## src/rtl/matrix_pkg.sv

```systemverilog
// Shared types and constants for the matrix operation sequencer: state encoding,
// op codes and operand-count classification.
package matrix_pkg;

    localparam int OP_W  = 3;
    localparam int REG_W = 2;

    typedef enum logic [2:0] {
        IDLE      = 3'd0,
        GET_A     = 3'd1,
        GET_B     = 3'd2,
        GET_DST   = 3'd3,
        EXEC      = 3'd4,
        WAIT_DONE = 3'd5
    } seq_state_t;

    localparam logic [OP_W-1:0] OP_ADD       = 3'd1;
    localparam logic [OP_W-1:0] OP_SUB       = 3'd2;
    localparam logic [OP_W-1:0] OP_MUL       = 3'd3;
    localparam logic [OP_W-1:0] OP_TRANSPOSE = 3'd4;
    localparam logic [OP_W-1:0] OP_NEGATE    = 3'd5;

    function automatic logic is_unary(input logic [OP_W-1:0] op);
        return (op == OP_TRANSPOSE) || (op == OP_NEGATE);
    endfunction

    function automatic logic is_legal(input logic [OP_W-1:0] op);
        return (op >= OP_ADD) && (op <= OP_NEGATE);
    endfunction

endpackage

```

## src/rtl/matrix_op_sequencer.sv

```systemverilog
// Collects op, source and destination selections from button events, then runs
// one start/done handshake with the matrix ALU, aborting with err on timeout.
module matrix_op_sequencer
    import matrix_pkg::*;
#(
    parameter int TIMEOUT = 1024
) (
    input  logic              clk,
    input  logic              nrst,
    input  logic              op_valid,
    input  logic [OP_W-1:0]   op_code,
    input  logic              is_reg,
    input  logic [2:0]        reg_num,
    input  logic              cancel,
    input  logic              alu_done,
    output logic              alu_start,
    output logic [OP_W-1:0]   alu_op,
    output logic [REG_W-1:0]  src_a,
    output logic [REG_W-1:0]  src_b,
    output logic [REG_W-1:0]  dst,
    output logic              busy,
    output logic              err,
    output logic [2:0]        phase
);

    localparam int CNT_W = $clog2(TIMEOUT);
    localparam logic [CNT_W-1:0] CNT_LAST = CNT_W'(TIMEOUT - 1);

    seq_state_t        state;
    seq_state_t        state_nxt;
    logic              is_reg_d;
    logic [CNT_W-1:0]  cnt;
    logic              sel_ok;
    logic [REG_W-1:0]  sel_idx;
    logic              timed_out;
    logic              op_take;

    // reg_num trails the is_reg pulse by one cycle, so it is qualified by is_reg_d.
    assign sel_ok    = is_reg_d && (reg_num != 3'd0);
    assign sel_idx   = reg_num[REG_W-1:0] - REG_W'(1);
    assign timed_out = (cnt == CNT_LAST);
    assign op_take   = op_valid && is_legal(op_code);

    always_ff @(posedge clk or negedge nrst) begin
        if (!nrst) begin
            state    <= IDLE;
            is_reg_d <= 1'b0;
            cnt      <= '0;
            alu_op   <= '0;
            src_a    <= '0;
            src_b    <= '0;
            dst      <= '0;
        end else begin
            state    <= state_nxt;
            is_reg_d <= is_reg;
            case (state)
                IDLE: begin
                    // A new op clears stale operands so src_b reads 0 for unary ops.
                    if (op_take) begin
                        alu_op <= op_code;
                        src_a  <= '0;
                        src_b  <= '0;
                        dst    <= '0;
                    end
                end
                GET_A:     if (!cancel && sel_ok) src_a <= sel_idx;
                GET_B:     if (!cancel && sel_ok) src_b <= sel_idx;
                GET_DST:   if (!cancel && sel_ok) dst   <= sel_idx;
                EXEC:      cnt <= '0;
                WAIT_DONE: cnt <= cnt + CNT_W'(1);
                default:   cnt <= '0;
            endcase
        end
    end

    always_comb begin
        state_nxt = state;
        case (state)
            IDLE:      if (op_take) state_nxt = GET_A;
            GET_A: begin
                if (cancel)      state_nxt = IDLE;
                else if (sel_ok) state_nxt = is_unary(alu_op) ? GET_DST : GET_B;
            end
            GET_B: begin
                if (cancel)      state_nxt = IDLE;
                else if (sel_ok) state_nxt = GET_DST;
            end
            GET_DST: begin
                if (cancel)      state_nxt = IDLE;
                else if (sel_ok) state_nxt = EXEC;
            end
            EXEC:      state_nxt = WAIT_DONE;
            WAIT_DONE: if (alu_done || timed_out) state_nxt = IDLE;
            default:   state_nxt = IDLE;
        endcase
    end

    // A done arriving on the timeout cycle suppresses the error.
    always_comb begin
        busy      = 1'b0;
        alu_start = 1'b0;
        err       = 1'b0;
        phase     = state;
        busy      = (state != IDLE);
        alu_start = (state == EXEC);
        err       = ((state == IDLE) && op_valid && !is_legal(op_code)) ||
                    ((state == WAIT_DONE) && !alu_done && timed_out);
    end

endmodule

```

## config.mk

```make
export PLATFORM = sky130hd
export DESIGN_NAME = matrix_op_sequencer
export DESIGN_NICKNAME = d
export VERILOG_FILES = /design/src/rtl/matrix_pkg.sv /design/src/rtl/matrix_op_sequencer.sv
export SDC_FILE = /design/constraint.sdc
export NUM_CORES = 1
export LEC_CHECK = 0
export ABC_CLOCK_PERIOD_IN_PS = 2200
export CAP_MARGIN = 25
export CORE_MARGIN = 3
export CORE_UTILIZATION = 25
export DETAILED_ROUTE_END_ITERATION = 12
export GPL_ROUTABILITY_DRIVEN = 0
export HOLD_SLACK_MARGIN = 0.02
export PLACE_DENSITY = 0.42
export SYNTH_ARGS = -nofsm -noshare
export SYNTH_HDL_FRONTEND = slang
export SYNTH_SLANG_ARGS = --single-unit
```

## constraint.sdc

```tcl
create_clock -name clk -period 2.2 [get_ports clk]
set_input_delay 0.22 -clock clk [delete_from_list [all_inputs] [get_ports clk]]
set_output_delay 0.22 -clock clk [all_outputs]
set_load 0.02 [all_outputs]
```

== Word-level counts from Yosys, hierarchy flattened ==
Cells that the tools add are included.
Word-level totals
  register bits: 23
  bits of input ports: 12
  output and inout bits: 15
  word-level logic and storage cells: 69
Operators by class
  $add $sub $neg: 2
  order comparisons: 2
  equal/unequal tests: 16
  multiplexer cells: 16
  reductions and logical operators: 26
Operators with widths (number)
  $mux 3: 8
  $pmux 10 s2: 1
  $pmux 3 s6: 1
  $eq 3x3->1 const B: 4
  $pmux 2 s2: 3
  $add 10x1->10 const B: 1
  $eq 10x10->1 const B: 1
  $ne 2x2->1 const B: 5
  $ne 3x3->1 const B: 3
  $reduce_and 3->1: 3
  $logic_and 1x1->1: 8
  $eq 3x2->1 const B: 2
  $reduce_bool 2->1: 3
  $reduce_bool 3->1: 2
  $reduce_and 5->1: 1
  $mux 2: 2
  $reduce_or 4->1: 1
  $eq 3x1->1 const B: 1
  $ge 3x1->1 const B: 1
  $le 3x3->1 const B: 1
  $logic_not 1->1: 3
  $logic_not 3->1: 1
  $logic_or 1x1->1: 3
  $reduce_and 2->1: 1
  other kinds (2): 2

== Depth between registers and ports, before layout ==
  depth in word-level cells: 6
  mapped depth: 6
  gate-level depth less buffers: 6

== Worst setup path after synthesis ==
Ideal clock, no wire load.
  path kind: reg2reg
  from: register state[1], in the netlist phase[1]
  to: register alu_op[0]
  setup time: 0.125 ns
  data arrival time: 1.654 ns
  data required time: 2.075 ns
  slack: 0.421 ns
  stages on the path, launching flop included: 4
  buffers on the path: 0
  clock period less this slack: 1.779 ns
  cells stage by stage: dfrtp_1 > or4b_4 > a211o_4 > mux2_4
Between the ends
  cells in the longest elaborated chain, start to end: 2
RTL lines
  start, declared: line matrix_op_sequencer.sv:29  | seq_state_t state;
  start signal, assigned: line matrix_op_sequencer.sv:54  | state <= state_nxt;
  $logic_not 3->1: line matrix_op_sequencer.sv:56  | case (state)
  $reduce_and 2->1 (no source line)
  end signal, assigned: line matrix_op_sequencer.sv:60  | alu_op <= op_code;
  end, declared: line matrix_op_sequencer.sv:17  | output logic [OP_W-1:0] alu_op,
Every way passes these cells.
A chain may end at the register's enable or synchronous reset.

== Worst setup path in the final report ==
  from: register state[0], in the netlist phase[0]
  to: output busy
Between the ends
  cells in the longest elaborated chain, start to end: 1
RTL lines
  $reduce_bool 3->1: line matrix_op_sequencer.sv:104  | busy = (state != IDLE);
  end, declared: line matrix_op_sequencer.sv:21  | output logic busy,
Every way passes these cells.

==> reports/qor.csv <==
metric,value,unit
run status,completed,
largest cells by area after synthesis,"dfrtp_1 48%, o2bb2ai_1 5.1%, o21ai_0 3.7%",
fraction of layout cells with a size suffix above 1,11.8,%
Mapped Area,1210,um2
Max-Slew Margin vs Limit,71.7,%
logic gate share of total power,44.4,%
"commonest non-fill, non-tap cell in the layout",clkdlybuf4s50_1,
Area Growth Syn to Fin,34.6,%
cell row count,24,
post-synthesis adder-cell area fraction,2.07,%
Int Pwr,985,uW
DR pass1 iterations,4,
Max-Cap Viols,0,
CTS tree,built,
Layout fillers,452,
setup bufs post-CTS,0,
"commonest non-fill, non-tap cells in the layout","25 x clkdlybuf4s50_1, 23 x dfrtp_1, 10 x nand2_1, 9 x o21ai_0",
estimated wirelength of the detail-placed design,2380,um
final core utilization,36.1,%
Seq pwr share,38.3,%
antenna violations before repair,0,
CTS Sinks,23,
clock root cell,clkbuf_8,
RSZ-0062 raised after global routing,no,
routed length per placed instance,15.2,um
worst-margin pin slew,424,ps
# H-tree levels,1,
worst vdd ir,0.000330,V
Unique masters post-synth,35,
P_leak,0.694,nW
fmax,494,MHz
cell taking the most area after synthesis,dfrtp_1,
mux contribution to synthesized area,7.15,%
Overflow after GRT,0,
Compound-Gate Fraction of Synth Area,20.8,%
Pwr Density,952,nW/um2
drt drc,0,
Critical Path Slowest Stage Cell,clkdlybuf4s50_1,
Worst EP arrival,1810,ps
Switch Pwr,562,uW
Post-DRT Antenna Nets,0,
crit path max fanout,10,
IO Count,27,
Syn Inst Count,119,
fin. max-slew vios,0,
Diodes inserted,0,
yosys warns,0,
Final Setup Violations,0,
Total Wirelength,3130,um
XOR/XNOR share of the synthesized area,0.725,%
Syn Area/Cell,10.1,um2
critical path class,reg2out,
Final period util,92.1,%
Buffers on Ports,26,
Clock transition at path regs,80,ps
Setup Skew,1.52,ps
Via density,5.01,
area of the multi-input gates,602,um2
Synth top area share,47.7,%
"Largest stage delay, worst path",550,ps
Starting Density,26.8,%
synthesis-stage register bit count,23,
CP Launch Type,flip-flop,
CP cell instances,buf_4 -> or3_1 -> clkdlybuf4s50_1,
total CTS buffers,3,
Synthesized Nets,133,
vias in the first global route,1047,
Simple-Gate Fraction of Synth Area,18.7,%
largest net degree at the start of global routing,24,
Final min period,2030,ps
sequential fraction of the synthesis area,47.7,%
Final nets,168,
vias,1027,
Seq. cell area,576,um2
worst-case clock buffer depth,2,
Clock power frac,17.3,%
crit path capture type,output pin,
Worst Path Required,1980,ps
largest family of logic cells by synthesized area,compound AO/OA/AOI/OAI gates,
switching share of power,36.3,%
Die Ht,75.5,um
initial DRC count,82,
Fin Setup TNS,0,ps
hold_ws,301,ps
clk_lat worst skew,260,ps
final count of hold timing violations,0,
GRT Total Usage,12.2,%
CORE AREA,4500,um2
DIE WIDTH,75.5,um
first-pass GRT wire length,5180,um
Hold Crit Class,in2async,
full die area,5700,um2
## metrics by stage
step / power (mW) / instances / setup WS [ps] / cell area, um2
floorplan: 0.989 / 119 / 421 / 1210
global placement: 1.29 / 201 / 63.0 / 1580
detailed placement: 1.30 / 201 / 47.2 / 1580
CTS: 1.57 / 205 / 140 / 1630
global route: 1.66 / 205 / 77.4 / 1630
finish: 1.55 / 205 / 174 / 1630
## worst paths after layout
kind	slack, ps	cells past startpoint	end	from
worst max-delay path	170	3	busy	phase[0]$_DFFE_PN0P_
worst min-delay path	300	2	cnt[4]$_DFFE_PN0N_	nrst
worst max register to register	410	3	alu_op[0]$_DFFE_PN0P_	phase[1]$_DFFE_PN0P_
worst min register to register	490	1	cnt[9]$_DFFE_PN0N_	cnt[9]$_DFFE_PN0N_
max in group asynchronous	1660	2	src_b[0]$_DFFE_PN0P_	nrst
min in group clk	390	1	is_reg_d$_DFF_PN0_	is_reg
## cell type report
class	count	area share, %
clock buffer	4	2.77
sequential	23	35.4
multi-input combinational	87	37.0
inverter	5	1.15
tap	52	4.00
timing repair buffer	34	19.6
## per-layer routing
metal	GRT usage (%)	wire [um]
met2	19.7	1450
met3	4.35	134
met5	0	0
met4	3.11	23
met1	15.5	1520
## Yosys cell counts
cell type	number
dfrtp_1	23
nand2_1	10
o21ai_0	9
nor2_1	8
nand3_1	7
o2bb2ai_1	7
inv_1	5
a31oi_1	4
nor3_1	4
and3_1	3
clkbuf_1	3
mux2_4	3
mux2i_1	3
nand2b_1	3
o31ai_1	3
a21oi_1	2
a22o_1	2
ha_1	2
or3_1	2
a211o_4	1
a21boi_1	1
a2bb2oi_1	1
and2b_1	1
and4_1	1
buf_2	1
mux2_2	1
nand4_1	1
nor4b_1	1
o211ai_1	1
o21a_1	1
o32a_1	1
o41a_1	1
or4_1	1
or4b_4	1
xnor2_1	1
## power groups by stage
stage               clock [mW]  combinational, mW  sequential [mW]
global placement             0              0.696            0.598
global route             0.307              0.748            0.608
floorplan                    0              0.322            0.667
finish                   0.267              0.687            0.592
detailed placement           0              0.699            0.602
CTS                      0.278              0.700            0.595
## kinds of logic (layout without fill, tap and decap cells)
kind of cell / count (synthesis) / in the layout
simple gates: 43 / 43
compound gates: 34 / 34
flops: 23 / 23
buf+inv: 9 / 43
mux: 7 / 7
fa+ha+maj: 2 / 2
xor+xnor: 1 / 1
## state kept, by name, indices dropped and copies added, names as in the netlist
name / count
alu_op: 3
cnt: 10
dst: 2
is_reg_d: 1
phase: 3
src_a: 2
src_b: 2
## worst max-delay path, delay by kind of cell (launching register included)
family	cells	cell delay, ps
buf+inv	2	740
flops	1	440
simple gates	1	360
## repair_timing
action	CTS	global route
hold buffers	0	0
endpoints found under the setup margin	1	0
gates resized for setup	2	0
No activity file was read; power rests on OpenSTA's default activity.
